--- src/rtl/uart_tx_gen.sv ---
// UART transmitter: sends a parallel word as a start bit, DATA_W data bits LSB first,
// an optional parity bit and STOP_BITS stop bits, each held for CLKS_PER_BIT clocks.
module uart_tx_gen #(
    parameter int DATA_W       = 8,
    parameter int CLKS_PER_BIT = 16,
    parameter int PARITY       = 0,
    parameter int STOP_BITS    = 1
) (
    input  logic              clk,
    input  logic              rst,
    input  logic [DATA_W-1:0] data_i,
    input  logic              valid_i,
    output logic              ready_o,
    output logic              tx,
    output logic              busy,
    output logic              done
);
    localparam int IDX_W  = $clog2(DATA_W + 1);
    localparam int BAUD_W = $clog2(CLKS_PER_BIT);
    localparam int SEL_W  = $clog2(DATA_W);

    localparam logic [BAUD_W-1:0] BAUD_LAST = BAUD_W'(CLKS_PER_BIT - 1);
    localparam logic [BAUD_W-1:0] BAUD_ONE  = BAUD_W'(1);
    localparam logic [IDX_W-1:0]  DATA_LAST = IDX_W'(DATA_W - 1);
    localparam logic [IDX_W-1:0]  STOP_LAST = IDX_W'(STOP_BITS - 1);
    localparam logic [IDX_W-1:0]  IDX_ONE   = IDX_W'(1);

    typedef enum logic [2:0] {
        IDLE  = 3'd0,
        START = 3'd1,
        DATA  = 3'd2,
        PAR   = 3'd3,
        STOP  = 3'd4
    } state_t;

    // Even mode makes the total count of ones even; odd mode inverts that.
    function automatic logic parity_bit(input logic [DATA_W-1:0] word);
        logic p;
        p = ^word;
        if (PARITY == 1) begin
            return ~p;
        end else begin
            return p;
        end
    endfunction

    state_t              state_r, state_s;
    logic [IDX_W-1:0]    idx_r, idx_s;
    logic [BAUD_W-1:0]   baud_r, baud_s;
    logic [DATA_W-1:0]   data_r, data_s;
    logic                tx_r, tx_s;
    logic                done_r, done_s;
    logic                bit_end_s;

    // State, counters, latched word and registered line outputs.
    always_ff @(posedge clk or posedge rst) begin
        if (rst) begin
            state_r <= IDLE;
            idx_r   <= '0;
            baud_r  <= '0;
            data_r  <= '0;
            tx_r    <= 1'b1;
            done_r  <= 1'b0;
        end else begin
            state_r <= state_s;
            idx_r   <= idx_s;
            baud_r  <= baud_s;
            data_r  <= data_s;
            tx_r    <= tx_s;
            done_r  <= done_s;
        end
    end

    // Next-state logic; the baud counter restarts at every bit boundary.
    always_comb begin
        state_s   = state_r;
        idx_s     = idx_r;
        baud_s    = baud_r;
        data_s    = data_r;
        done_s    = 1'b0;
        bit_end_s = (baud_r == BAUD_LAST);
        case (state_r)
            IDLE: begin
                if (valid_i) begin
                    state_s = START;
                    data_s  = data_i;
                    idx_s   = '0;
                    baud_s  = '0;
                end else begin
                    baud_s  = '0;
                end
            end
            START: begin
                if (bit_end_s) begin
                    state_s = DATA;
                    idx_s   = '0;
                    baud_s  = '0;
                end else begin
                    baud_s  = baud_r + BAUD_ONE;
                end
            end
            DATA: begin
                if (bit_end_s) begin
                    baud_s = '0;
                    if (idx_r == DATA_LAST) begin
                        idx_s   = '0;
                        state_s = (PARITY != 0) ? PAR : STOP;
                    end else begin
                        idx_s   = idx_r + IDX_ONE;
                    end
                end else begin
                    baud_s = baud_r + BAUD_ONE;
                end
            end
            PAR: begin
                if (bit_end_s) begin
                    state_s = STOP;
                    idx_s   = '0;
                    baud_s  = '0;
                end else begin
                    baud_s  = baud_r + BAUD_ONE;
                end
            end
            STOP: begin
                if (bit_end_s) begin
                    baud_s = '0;
                    if (idx_r == STOP_LAST) begin
                        idx_s   = '0;
                        state_s = IDLE;
                        done_s  = 1'b1;
                    end else begin
                        idx_s   = idx_r + IDX_ONE;
                    end
                end else begin
                    baud_s = baud_r + BAUD_ONE;
                end
            end
            default: begin
                state_s = IDLE;
                idx_s   = '0;
                baud_s  = '0;
            end
        endcase
    end

    // Line value for the coming cycle, derived from where the FSM is heading.
    always_comb begin
        tx_s = 1'b1;
        case (state_s)
            IDLE:    tx_s = 1'b1;
            START:   tx_s = 1'b0;
            DATA:    tx_s = data_r[idx_s[SEL_W-1:0]];
            PAR:     tx_s = parity_bit(data_r);
            STOP:    tx_s = 1'b1;
            default: tx_s = 1'b1;
        endcase
    end

    assign ready_o = (state_r == IDLE);
    assign busy    = (state_r != IDLE);
    assign tx      = tx_r;
    assign done    = done_r;

endmodule

--- config.mk ---
export PLATFORM = sky130hd
export DESIGN_NAME = uart_tx_gen
export DESIGN_NICKNAME = d
export VERILOG_FILES = /design/src/rtl/uart_tx_gen.sv
export SDC_FILE = /design/constraint.sdc
export NUM_CORES = 1
export LEC_CHECK = 0
export CAP_MARGIN = 20
export CORE_UTILIZATION = 58
export CTS_CLUSTER_SIZE = 30
export DETAILED_ROUTE_END_ITERATION = 12
export PLACE_DENSITY = 0.83
export RECOVER_POWER = 25
export SYNTH_ARGS = -nofsm -noshare
export SYNTH_HDL_FRONTEND = slang
export SYNTH_SLANG_ARGS = --single-unit
--- constraint.sdc ---
create_clock -name clk -period 5.6 [get_ports clk]
set_clock_uncertainty 0.15 [all_clocks]
set_input_delay 0.84 -clock clk [delete_from_list [all_inputs] [get_ports clk]]
set_output_delay 0.84 -clock clk [all_outputs]
set_load 0.01 [all_outputs]
==> flow_summary.json <==
{
  "status": "finished, final reports clean",
  "numPortBuffers": 14,
  "post_layout_inst_area_um2": 1380,
  "r2r-end": "tx",
  "timing.fmax_mhz": 348,
  "proportion_of_layout_cells_with_a_drive_suffix_above_1_pct": 18.9,
  "synth_flop_cell": "dfrtp_1",
  "synth_async_sr_flop_share_pct": 100,
  "h-tree-depth": 1,
  "grt_setup_unrepaired": "false",
  "slowest_delay_ns": 0.53,
  "detail_route.first_pass.iterations": 4,
  "most_common_cell_after_layout_fill_and_taps_aside": "dfrtp_1",
  "synth_area_per_inst_um2": 10.6,
  "area_overhead_vs_synth_pct": 11.3,
  "most-common-layout-cells": "dfrtp_1, clkdlybuf4s50_1, nor2_1",
  "layout.filler_cells": 153,
  "dieWidth_um": 48.2,
  "drt_wl_total_mm": 2.39,
  "floorplan.initialDensity_pct": 62.5,
  "synth_mux_area_share_pct": 8.08,
  "number_of_endpoints_failing_setup_at_the_final_stage": 0,
  "ir_drop_mv": 0.314,
  "share_of_the_yosys_chip_area_belonging_to_registers_pct": 42.5,
  "vias_per_cell": 5.89,
  "synthSimpleGateAreaFrac_pct": 20.6,
  "groute.usage.overall_pct": 24.5,
  "netlist-cell-type-count": 44,
  "dp_hpwl_mm": 1.79,
  "worst_r2r_src": "idx_r[0]",
  "cap_violations": 0,
  "cts_repair_resized_insts": 0,
  "clk_path_buf_depth": 2,
  "synthesis.instances": 117,
  "timing.critical_path.buf_inv": 2,
  "number_of_antenna_violations_at_the_first_check_in_global_routing": 0,
  "postSynthNetCount": 131,
  "postCtsSetupRepairBufs": 0,
  "area_share_of_the_largest_cell_type_after_synthesis_pct": 40.4,
  "end_kind": "output port",
  "timing.setup.tns_ns": 0,
  "synth-xor-area-share_pct": 6.36,
  "gpl.final_weighted_congestion": 0.870,
  "ioPinCount": 15,
  "post-place-ws_ns": 2.80,
  "antenna_violating_nets_post_route": 0,
  "yosys_warnings": 0,
  "dieArea_um2": 2320,
  "worst_r2r_path_cells": 9,
  "die_h_um": 48.2,
  "design_power_total_uw": 643,
  "clock_insertion_delay_worst_skew_ns": 0.33,
  "timing.hold.worst.class": "reg2reg",
  "number_of_global_route_vias_before_repair": 885,
  "wl_per_cell_um": 15.0,
  "holdWs_ns": 0.315,
  "placement_rows": 16,
  "fin_crit_sh_pct": 51.3,
  "worst-path-max-fanout": 10,
  "critPathRequiredTime_ns": 4.61,
  "critical_path.startpoint_type": "flop",
  "number_of_storage_elements_in_the_synthesis_netlist": 21,
  "total_leakage_power_nw": 0.611,
  "final_period_minus_worst_setup_slack_ns": 2.87,
  "drc": 0,
  "slowest_stage": "clkdlybuf4s50_1",
  "synth_fa_ha_area_share_pct": 3.03,
  "global_route_wire_length_before_repair_mm": 3.83,
  "synth.largest_area_cell": "dfrtp_1",
  "synth-edff-count": 0,
  "numCtsBuffers": 3,
  "min_from": "baud_r[0]",
  "post_dp_cell_area_um2": 1370,
  "timing_max_transition_violations_final": 0,
  "cts_tree": "built",
  "setup_slack_ns": 2.73,
  "detailroute.via_count": 937,
  "critPathArrivalTime_ns": 1.88,
  "synth-compound-area-share_pct": 13.6,
  "num_antenna_cells": 0,
  "hold_viol_final": 0,
  "maxSlewHeadroom_pct": 47.4,
  "tightest_slew_ns": 0.788,
  "worst_hold_path.endpoint": "baud_r[0]",
  "detailedRoute.firstIterationViolations": 18,
  "cts_num_sinks": 21,
  "core-area_um2": 1980,
  "criticalPathCategory": "reg2out",
  "fin_nets": 147,
  "grt_max_degree": 22,
  "cts.root.buffer_cell": "clkbuf_4",
  "clk_transition_reported_paths_ns": 0.12,
  "setup.reg_to_reg.worst_slack_ns": 3.08,
  "globalRouteOverflowTotal": 0,
  "synth_area_um2": 1240,
  "synth_top_family_by_area": "simple AND/OR/NAND/NOR gates",
  "worstPathCellList": "or3_1, inv_2, clkdlybuf4s50_1",
  "post_synth_main_area_contributors": "dfrtp_1, mux2_2, xnor2_1, ha_1, nor2_1",
  "ctsHoldBuffers": 0,
  "power_per_cell_area_nw_per_um2": 466,
  "critical_path.top_delay_family": "buffers and inverters",
  "worst_hold_path.num_cells": 1
}
-- flip-flops by register name, summed over array words and instances (netlist names) --
register	flops
data_r	8
baud_r	4
done	1
state_r	3
tx	1
idx_r	4
-- worst reg2reg max path, cell delays in order, from the launching register on --
cell and delay [ns]:
dfrtp_1 0.44, inv_1 0.13, ha_1 0.17, or3b_1 0.41
nor2_1 0.19, o21ai_2 0.10, o2111ai_1 0.18, nand2_1 0.11
or3_1 0.38, o211a_1 0.21
-- worst max-delay path by stage --
stage                    start       to  depth (start not counted)
floorplan             idx_r[0]       tx                          9
global placement       valid_i       tx                          8
detailed placement     valid_i       tx                          8
CTS                 state_r[1]  ready_o                          3
global route        state_r[1]  ready_o                          3
finish              state_r[1]  ready_o                          3
-- cell type report --
class | instances | area (um^2) | share of cell area, %
Timing Repair Buffer | 14 | 140 | 10.2
Clock inverter | 1 | 5.00 | 0.363
Clock buffer | 3 | 22.5 | 1.63
Inverter | 8 | 30.0 | 2.18
Tap cell | 27 | 33.8 | 2.45
Sequential cell | 21 | 527 | 38.2
Multi-Input combinational cell | 85 | 621 | 45.0
-- cell usage after synthesis, types with 2 or more instances --
cell and number:
nor2_1 10, inv_2 3, nand2_1 3, a21o_1 2, xor2_1 2, nand2b_2 2
ha_1 3, and3_1 3, o22ai_1 2, nand3_1 7, o21ai_0 5, inv_1 5
a21oi_1 3, xnor2_1 7, nor3_1 2, nand4_1 2, and2_1 2, o2111ai_1 2
dfrtp_1 20, mux2_2 8
-- per-stage QoR --
step / instances / util [%]
floorplan: 117 / -
global placement: 155 / 69.2
CTS: 159 / 70.6
detailed placement: 155 / 69.2
finish: 159 / 69.6
global route: 159 / 69.6
-- power by group --
group	switching, mW	internal [mW]
combinational	0.127	0.166
clock	0.0512	0.0268
sequential	0.0636	0.209
-- kinds of logic after synthesis --
group / after synthesis
flip-flops: 21
AND/OR/NAND/NOR: 41
XOR/XNOR: 9
buffers and inverters: 11
multiplexers: 9
AO/OA/AOI/OAI: 23
adder cells (fa/ha/maj): 3
-- per-layer routing --
layer	vias up	share of wire, %	global-route usage, %	routed length (um)
li1	450	-	-	-
met1	450	45	30.7	1080
met2	28	49	40.5	1160
met3	9	3.2	4.07	77
met4	0	2.8	12.8	68
met5	-	0	0	0
Power figures use the tool's default switching activity.
